## src/rtl/c5_fetch_unit_pkg.sv

```systemverilog
// rtl/c5_fetch_unit_pkg.sv - shared constants and types for the C5 fetch stage.
package c5_fetch_unit_pkg;

  localparam int XLEN = 32;

  typedef logic [XLEN-1:0] word_t;

  localparam word_t NOP_INSTR_DEF    = 32'h0000_0013;
  localparam word_t RESET_VECTOR_DEF = 32'h0000_0000;

  typedef struct packed {
    word_t instr;
    word_t pc;
  } fetch_entry_t;

  function automatic word_t align_word(input word_t addr);
    return {addr[XLEN-1:2], 2'b00};
  endfunction

endpackage

```

## src/rtl/c5_fetch_unit_if.sv

```systemverilog
// rtl/c5_fetch_unit_if.sv - instruction-memory port plus decode-side controls of the fetch stage.
interface c5_fetch_unit_if;
  import c5_fetch_unit_pkg::*;

  word_t O_adr;
  logic  O_stb;
  word_t I_instr;
  logic  I_stall_instr;
  logic  I_stall;
  word_t I_pc_branch;
  logic  I_pc_src;
  word_t O_instr;
  word_t O_pc_plus_4;

  modport master (
    output O_adr, O_stb, O_instr, O_pc_plus_4,
    input  I_instr, I_stall_instr, I_stall, I_pc_branch, I_pc_src
  );

  modport slave (
    input  O_adr, O_stb, O_instr, O_pc_plus_4,
    output I_instr, I_stall_instr, I_stall, I_pc_branch, I_pc_src
  );
endinterface

```

## src/rtl/c5_fetch_unit_skid.sv

```systemverilog
// rtl/c5_fetch_unit_skid.sv - one-entry holding buffer for a response that lands during a stall.
module c5_fetch_unit_skid
  import c5_fetch_unit_pkg::*;
(
  input  logic         clk_i,
  input  logic         rst_ni,
  input  logic         load_i,
  input  logic         clear_i,
  input  fetch_entry_t entry_i,
  output logic         valid_o,
  output fetch_entry_t entry_o
);

  logic         valid_q, valid_d;
  fetch_entry_t entry_q, entry_d;

  always_comb begin
    valid_d = valid_q;
    entry_d = entry_q;
    if (clear_i) begin
      valid_d = 1'b0;
    end else if (load_i) begin
      valid_d = 1'b1;
      entry_d = entry_i;
    end
  end

  always_ff @(posedge clk_i or negedge rst_ni) begin
    if (!rst_ni) begin
      valid_q <= 1'b0;
      entry_q <= '0;
    end else begin
      valid_q <= valid_d;
      entry_q <= entry_d;
    end
  end

  assign valid_o = valid_q;
  assign entry_o = entry_q;

endmodule

```

## src/rtl/c5_fetch_unit.sv

```systemverilog
// rtl/c5_fetch_unit.sv - C5 instruction fetch: PC, single-outstanding imem port, F/D register.
module c5_fetch_unit
  import c5_fetch_unit_pkg::*;
#(
  parameter word_t RESET_VECTOR = RESET_VECTOR_DEF,
  parameter word_t NOP_INSTR    = NOP_INSTR_DEF
) (
  input  logic             I_clk,
  input  logic             I_rst,
  c5_fetch_unit_if.master  bus
);

  logic         issue;
  word_t        pc_q, pc_d;
  logic         resp_valid_q, resp_valid_d;
  word_t        resp_pc_q, resp_pc_d;
  word_t        instr_q, instr_d;
  word_t        pc4_q, pc4_d;
  logic         skid_load, skid_clear, skid_valid;
  fetch_entry_t skid_entry;

  assign issue = I_rst & ~bus.I_stall_instr & ~bus.I_stall & ~bus.I_pc_src;

  always_comb begin
    pc_d = pc_q;
    if (bus.I_pc_src) begin
      pc_d = align_word(bus.I_pc_branch);
    end else if (issue) begin
      pc_d = pc_q + 32'd4;
    end
  end

  // A flush never issues, so this also drops the wrong-path response.
  assign resp_valid_d = issue;
  assign resp_pc_d    = issue ? pc_q : resp_pc_q;

  assign skid_load  = resp_valid_q & bus.I_stall & ~bus.I_pc_src;
  assign skid_clear = bus.I_pc_src | (~bus.I_stall & skid_valid);

  c5_fetch_unit_skid u_skid (
    .clk_i   (I_clk),
    .rst_ni  (I_rst),
    .load_i  (skid_load),
    .clear_i (skid_clear),
    .entry_i ('{instr: bus.I_instr, pc: resp_pc_q}),
    .valid_o (skid_valid),
    .entry_o (skid_entry)
  );

  always_comb begin
    instr_d = instr_q;
    pc4_d   = pc4_q;
    if (bus.I_pc_src) begin
      instr_d = NOP_INSTR;
    end else if (bus.I_stall) begin
      instr_d = instr_q;
    end else if (skid_valid) begin
      instr_d = skid_entry.instr;
      pc4_d   = skid_entry.pc + 32'd4;
    end else if (resp_valid_q) begin
      instr_d = bus.I_instr;
      pc4_d   = resp_pc_q + 32'd4;
    end else begin
      instr_d = NOP_INSTR;
    end
  end

  always_ff @(posedge I_clk or negedge I_rst) begin
    if (!I_rst) begin
      pc_q         <= RESET_VECTOR;
      resp_valid_q <= 1'b0;
      resp_pc_q    <= RESET_VECTOR;
      instr_q      <= NOP_INSTR;
      pc4_q        <= RESET_VECTOR;
    end else begin
      pc_q         <= pc_d;
      resp_valid_q <= resp_valid_d;
      resp_pc_q    <= resp_pc_d;
      instr_q      <= instr_d;
      pc4_q        <= pc4_d;
    end
  end

  assign bus.O_adr       = pc_q;
  assign bus.O_stb       = I_rst;
  assign bus.O_instr     = instr_q;
  assign bus.O_pc_plus_4 = pc4_q;

endmodule

```

## src/flat_wrapper.sv

```systemverilog
// flat-port wrapper written by rule: the top's interface ports become plain ports
module c5_fetch_unit_flat import c5_fetch_unit_pkg::*;
#(
  parameter word_t RESET_VECTOR = RESET_VECTOR_DEF,
  parameter word_t NOP_INSTR    = NOP_INSTR_DEF
)
  (I_clk, I_rst, bus_O_adr, bus_O_stb, bus_O_instr, bus_O_pc_plus_4, bus_I_instr, bus_I_stall_instr, bus_I_stall, bus_I_pc_branch, bus_I_pc_src);
  c5_fetch_unit_if bus_i ();
  input  logic I_clk;
  input  logic I_rst;
  output wire logic [$bits(bus_i.O_adr)-1:0] bus_O_adr;
  output wire logic [$bits(bus_i.O_stb)-1:0] bus_O_stb;
  output wire logic [$bits(bus_i.O_instr)-1:0] bus_O_instr;
  output wire logic [$bits(bus_i.O_pc_plus_4)-1:0] bus_O_pc_plus_4;
  input wire logic [$bits(bus_i.I_instr)-1:0] bus_I_instr;
  input wire logic [$bits(bus_i.I_stall_instr)-1:0] bus_I_stall_instr;
  input wire logic [$bits(bus_i.I_stall)-1:0] bus_I_stall;
  input wire logic [$bits(bus_i.I_pc_branch)-1:0] bus_I_pc_branch;
  input wire logic [$bits(bus_i.I_pc_src)-1:0] bus_I_pc_src;
  assign bus_O_adr = bus_i.O_adr;
  assign bus_O_stb = bus_i.O_stb;
  assign bus_O_instr = bus_i.O_instr;
  assign bus_O_pc_plus_4 = bus_i.O_pc_plus_4;
  assign bus_i.I_instr = bus_I_instr;
  assign bus_i.I_stall_instr = bus_I_stall_instr;
  assign bus_i.I_stall = bus_I_stall;
  assign bus_i.I_pc_branch = bus_I_pc_branch;
  assign bus_i.I_pc_src = bus_I_pc_src;
  c5_fetch_unit #(.RESET_VECTOR(RESET_VECTOR), .NOP_INSTR(NOP_INSTR)) u_core (.I_clk(I_clk), .I_rst(I_rst), .bus(bus_i));
endmodule
```

## config.mk

```make
export PLATFORM = sky130hd
export DESIGN_NAME = c5_fetch_unit_flat
export DESIGN_NICKNAME = d
export VERILOG_FILES = /design/src/rtl/c5_fetch_unit_pkg.sv /design/src/rtl/c5_fetch_unit_if.sv /design/src/rtl/c5_fetch_unit_skid.sv /design/src/rtl/c5_fetch_unit.sv /design/src/flat_wrapper.sv
export SDC_FILE = /design/constraint.sdc
export NUM_CORES = 1
export LEC_CHECK = 0
export CAP_MARGIN = 0
export CORE_AREA = 2 2 130 132
export CTS_CLUSTER_SIZE = 24
export DETAILED_ROUTE_END_ITERATION = 8
export DIE_AREA = 0 0 132 134
export PLACE_DENSITY = 0.83
export SLEW_MARGIN = 0
export SYNTH_ARGS = -nofsm -noshare
export SYNTH_HDL_FRONTEND = slang
export SYNTH_SLANG_ARGS = --single-unit
```

## constraint.sdc

```tcl
create_clock -name I_clk -period 5.05 [get_ports I_clk]
set_input_delay 0.7575 -clock I_clk [delete_from_list [all_inputs] [get_ports I_clk]]
set_output_delay 0.7575 -clock I_clk [all_outputs]
set_load 0.005 [all_outputs]
```

* Word level (Yosys, flattened, before mapping)
Index checks and enable logic that the tools add are counted.
** Storage, ports and cells
- Bits in latches :: 0
- Input bits :: 69
- Memory bits (read-only) :: 0
- Memories kept :: 0
- Flip-flop bits (word level) :: 194
- Bits in writable memories :: 0
** Operators by class
- Div/mod/pow operators :: 0
- Add/sub/neg operators :: 3
- Bitwise gates (word level) :: 11
- Reduce and logical (&&, ||, !) cells :: 5
- Magnitude comparators :: 0
- Eq/ne operators :: 1
- Multipliers :: 0
- Shift operators :: 0
- Multiplexer cells :: 10
** Operators by type and width (count)
- two-way mux 32 bit :: 8
- adder 32 x 3 -> 32 bit (second input constant) :: 3
- bitwise AND 1 bit :: 6
- nonzero test 2 bit :: 3
- NOT 1 bit :: 4
- AND reduction 3 bit :: 1
- two-way mux 1 bit :: 2
- inequality test 2 x 1 -> 1 bit (second input constant) :: 1
- AND reduction 2 bit :: 1
- OR 1 bit :: 1

* Depth between registers and ports, before layout
- Depth after elaboration :: 6
- Depth in mapped cells :: 13
- Gate-level depth less buffers :: 7

* Hierarchy
A second synthesis with hierarchy kept.
** Second synthesis, totals
- Cell total of the unflattened synthesis :: 857
- Area, all modules :: 9555.4 um2
** Modules (own cells, without submodules)
- c5_fetch_unit :: times used 1, area each 6821.5 um2, cells an instance 718, sequential area each 3131.8 um2
- c5_fetch_unit_skid :: times used 1, area each 2733.9 um2, cells an instance 139, sequential area each 1626.6 um2

* Worst setup path before layout
No wires, ideal clock.
- Path kind :: register to register
- From :: register u_core.u_skid.valid_q, in the netlist u_core.u_skid.valid_o
- To :: register u_core.pc4_q[20], in the netlist u_core.bus.O_pc_plus_4[20]
- Clock period less this slack :: 3.390 ns
- Path slack :: 1.660 ns
- Required time :: 4.981 ns
- Path buffers :: 6
- Cell stages (with the launch flop) :: 14
- Data arrival time :: 3.321 ns
- Path through :: dfrtp_1 -> buf_6 -> buf_4 -> buf_2 -> buf_1 -> clkbuf_1 -> mux2_2 -> ha_1 -> clkbuf_1 -> nand4b_1 -> a22oi_1 -> nand4_1 -> or4b_1 -> nand3_1
** On the way
- Cells in the longest elaborated chain, start to end :: 2
- Elaborated cells on any way between the ends :: 3
** Ends and longest elaborated chain
- start: declaration :: RTL line c5_fetch_unit_skid.sv:14 : logic valid_q, valid_d;
- start signal: assignment :: RTL line c5_fetch_unit_skid.sv:33 : valid_q <= valid_d;
- nonzero test 2 bit (no source line)
- AND reduction 3 bit (no source line)
- end signal: assignment :: RTL line c5_fetch_unit.sv:80 : pc4_q <= pc4_d;
- end: declaration :: RTL line c5_fetch_unit.sv:18 : word_t pc4_q, pc4_d;
Parallel ways exist; a longest one is shown, timed or not.
A chain may end at the register's enable or synchronous reset.

* Worst setup path after layout
Same ends and word-level chain as after synthesis.

==> Implementation_results.wiki <==
{| class="wikitable"
! Metric !! Value
|-
| Most frequent cell on the critical path || sky130_fd_sc_hd__nand3_1
|-
| Layout cell share with drive strength beyond 1 || 15.00%
|-
| FMAX || 0.3013 GHz
|-
| Critical path's largest stage delay || 0.87 ns
|-
| Max transition margin || 38.75%
|-
| Initial core utilization || 55.87%
|-
| Critical-path top delay cell || sky130_fd_sc_hd__dfrtp_4
|-
| Final setup violation count || 0
|-
| Worst voltage drop across the vdd grid || 263.7 µV
|-
| Kind of end point of the critical path || flop
|-
| Number of post-CTS setup repair buffers || 0
|-
| Global-route wire length before repair || 34.85 mm
|-
| Total half-perimeter wirelength after legalization and detailed placement || between 10 and 15 mm
|-
| Count of routing violations after the opening detailed-route iteration || roughly 580
|-
| Cell accounting for the most synthesized area || sky130_fd_sc_hd__dfrtp_1
|-
| I/O Buffers || 159
|-
| Number of nets still failing antenna checks after routing || 0
|-
| Post-placement setup slack || 1.664 ns
|-
| Ordered list of cells on the worst path || buf_4, nand3_1, a22oi_1, nand4_1, or4b_1, nand3_1
|-
| Critical Path RT || between 5 and 6 ns
|-
| Hold-fix buffer count after cts || 0
|-
| Unrepaired setup endpoints after global routing || no
|-
| Longest Clk Path Bufs || 2
|-
| Number of flops mapped to enable cells by yosys || 0
|-
| Number of standard cells in the final layout excluding fillers || approximately 1,200
|-
| Final Critical Period || 3.318 ns
|-
| Critical-path maximum fanout || 58
|-
| CTS clk-pin slew, worst paths || around 0.07 ns
|-
| Signed area change from the synthesized netlist to the final layout || 25.35%
|-
| Sequential cell area fraction in the yosys report || between 50% and 60%
|-
| Initial antenna violation count || 1
|-
| Vertical extent of the die || 134 µm
|-
| Detail-routed net length per standard cell || 17.25 µm
|-
| Number of buffers inserted during clock tree synthesis || 17
|-
| Worst setup path category || flop to flop
|-
| Run status || complete, no violations
|-
| Post-Place Cells || between 1,000 and 1,500
|-
| Met3 layer usage reported by global route || 6.009%
|-
| Number of endpoints with negative hold slack in the final report || 0
|-
| Leading post-synthesis cells by cell area || sky130_fd_sc_hd__dfrtp_1 (50%), sky130_fd_sc_hd__mux2_2 (12%), sky130_fd_sc_hd__xnor2_1 (3.6%), sky130_fd_sc_hd__nand2_1 (3.5%), sky130_fd_sc_hd__nor2_1 (3.3%)
|-
| Share of async-settable or async-resettable flops after synthesis || 100.0%
|-
| Setup TNS || 0 ns
|-
| Portion of synthesized cell area occupied by the leading cell type || 50.32%
|-
| PostCTS Resize Cnt || 0
|-
| Number of instances in the synthesized netlist || 864
|-
| CTS H-tree depth || 4
|-
| Standard-cell row count || 47
|-
| Number of library cell types mapped by synthesis || a little over 50
|-
| Most common cell after layout, fill and taps aside || sky130_fd_sc_hd__dfrtp_1
|-
| Share of the clock period used by the worst path after layout || 65.71%
|-
| Crit start category || flop
|-
| Most used cells in the layout excluding fill and tap cells || sky130_fd_sc_hd__dfrtp_1 (182), sky130_fd_sc_hd__clkdlybuf4s50_1 (156), sky130_fd_sc_hd__mux2_2 (97)
|-
| Leakage power || between 4 and 5 nW
|-
| Vias in the first global route || 6,838
|-
| Total I/O pin count || 166
|-
| Arrival time of the worst setup path || ~3.7 ns
|-
| Clock tree from TritonCTS || done
|-
| Category of cells accounting for the largest share of critical-path delay || simple AND/OR/NAND/NOR gates
|-
| Flip-flop and latch count after synthesis || 186
|-
| Post-synthesis average cell area || between 10 and 15 µm²
|-
| Final wirelength || approximately 21 mm
|-
| Most used flip-flop cell after synthesis || sky130_fd_sc_hd__dfrtp_1
|-
| Worst-skew pair later-pin latency || ~0.43 ns
|-
| Max Slew Vio Count || 0
|-
| Area enclosed by the die boundary || 17,690 µm²
|-
| Final Skew || between 0.008 and 0.009 ns
|-
| Remaining DRCs || 0
|-
| Most crowded layer after global routing || met2
|-
| Met2 Track Usage GR || 37.93%
|-
| Area of the core || 16,290 µm²
|-
| Global Route Usage Sum || 24.62%
|-
| Number of max-cap violations || 0
|-
| Post-placement cell area || 10,800 µm²
|-
| Post-route cell area || 11,410 µm²
|-
| Routed vias || 7,077
|-
| Clk sinks || 186
|-
| Total power density per cell area || 362.6 nW/µm²
|-
| Largest net degree at the start of global routing || ~140
|-
| Classification of the worst-slack hold path || input pin to async pin
|-
| Tightest Pin Transition || 0.9188 ns
|-
| CP Buf/Inv Count || 1
|-
| First-pass iteration count of the detailed router || 6
|-
| Global placer's final weighted congestion || 0.8583
|-
| Met1 global-route usage || between 30 and 40%
|-
| Clock Tree Root || sky130_fd_sc_hd__clkbuf_16
|-
| Count of synthesis-stage warnings from yosys || 0
|-
| Post-synthesis instance area || ~9100 µm²
|-
| Final net count || 1,065
|-
| Global-route congestion overflow total || 0
|-
| Die outline width || 132 µm
|-
| Post-layout worst setup margin || 1.732 ns
|-
| Via density || 5.763
|}
synthesized netlist by cell type, types with 8 or more instances:
cell type                  count
sky130_fd_sc_hd__a22oi_1      37
sky130_fd_sc_hd__o21ai_1      27
sky130_fd_sc_hd__nand4_1      16
sky130_fd_sc_hd__o21ai_0      20
sky130_fd_sc_hd__inv_1         8
sky130_fd_sc_hd__nor4_1       13
sky130_fd_sc_hd__nand3_1      40
sky130_fd_sc_hd__xor2_1        8
sky130_fd_sc_hd__nor2_1       81
sky130_fd_sc_hd__a21oi_1      32
sky130_fd_sc_hd__mux2i_1      28
sky130_fd_sc_hd__nand2_1      84
sky130_fd_sc_hd__nand3b_1     16
sky130_fd_sc_hd__nor3_1       12
sky130_fd_sc_hd__mux2_2       97
sky130_fd_sc_hd__clkbuf_1     44
sky130_fd_sc_hd__dfrtp_1     183
sky130_fd_sc_hd__xnor2_1      37
logic make-up (layout without fill, tap and decap cells):
group	count (synthesis)	in the layout	share of synthesized area, %
multiplexers	125	125	15.08
other	1	5	0.04120
buffers and inverters	69	209	3.231
adder cells (fa/ha/maj)	2	2	0.2749
AND/OR/NAND/NOR	291	291	15.71
XOR/XNOR	45	45	4.331
flip-flops	186	186	51.18
AO/OA/AOI/OAI	145	145	10.15
metrics by stage:
step | util, % | total power [W] | hold slack (ns)
4_1_cts | 70.02 | 0.004153 | 0.2660
3_3_place_gp | 66.33 | 0.002752 | 0.4627
3_5_place_dp | 66.33 | 0.002794 | 0.4736
5_1_grt | 70.04 | 0.004328 | 0.2872
2_1_floorplan | - | 0.002362 | 0.4498
6_report | 70.04 | 0.004137 | 0.2499
cell type report:
type	count	area, µm²
diodes	1	2.502
flip-flops and latches	186	4662
repair buffers	169	1670
clock inverters	13	168.9
clock buffers	19	432.9
multi-input cells	612	4167
inverters	8	30.03
well taps	220	275.3
fillers	1183	4881
path summary, 6_finish.rpt:
kind	start	endpoint	slack, ns	depth (start not counted)
worst min register to register	u_core.bus.O_pc_plus_4[3]$_DFFE_PN0P_	u_core.bus.O_pc_plus_4[3]$_DFFE_PN0P_	0.48	2
worst min-delay path	I_rst	u_core.bus.O_adr[10]$_DFFE_PN0P_	0.25	1
worst max register to register	u_core.u_skid.valid_o$_DFFE_PN0P_	u_core.bus.O_pc_plus_4[20]$_DFFE_PN0P_	1.73	6
min in group I_clk	u_core.bus.O_pc_plus_4[3]$_DFFE_PN0P_	u_core.bus.O_pc_plus_4[3]$_DFFE_PN0P_	0.48	2
worst max-delay path	u_core.u_skid.valid_o$_DFFE_PN0P_	u_core.bus.O_pc_plus_4[20]$_DFFE_PN0P_	1.73	6
max in group asynchronous	I_rst	u_core.u_skid.valid_o$_DFFE_PN0P_	3.67	2
power breakdown:
group / leakage [nW] / internal, W / total [W] / switching, W
Combinational: 2.02 / 0.000463 / 0.000777 / 0.000314
Clock: 0.280 / 0.000783 / 0.00136 / 0.000581
Sequential: 2.39 / 0.00174 / 0.00200 / 0.000251
Total: 4.69 / 0.00299 / 0.00414 / 0.00115
routing by layer:
layer  wire [µm]  vias to the layer above
met1        9623                     3446
li1            -                     3352
met4         419                        0
met3        1310                       33
met5           0                        -
met2        9834                      246
sequential cells by signal, indices dropped and copies added (netlist names):
signal,flops
u_core.u_skid.valid_o,1
u_core.bus.O_instr,32
u_core.resp_pc_q,30
u_core.bus.O_pc_plus_4,30
u_core.u_skid.entry_o,62
u_core.resp_valid_q,1
u_core.bus.O_adr,30
Power figures use the tool's default switching activity.
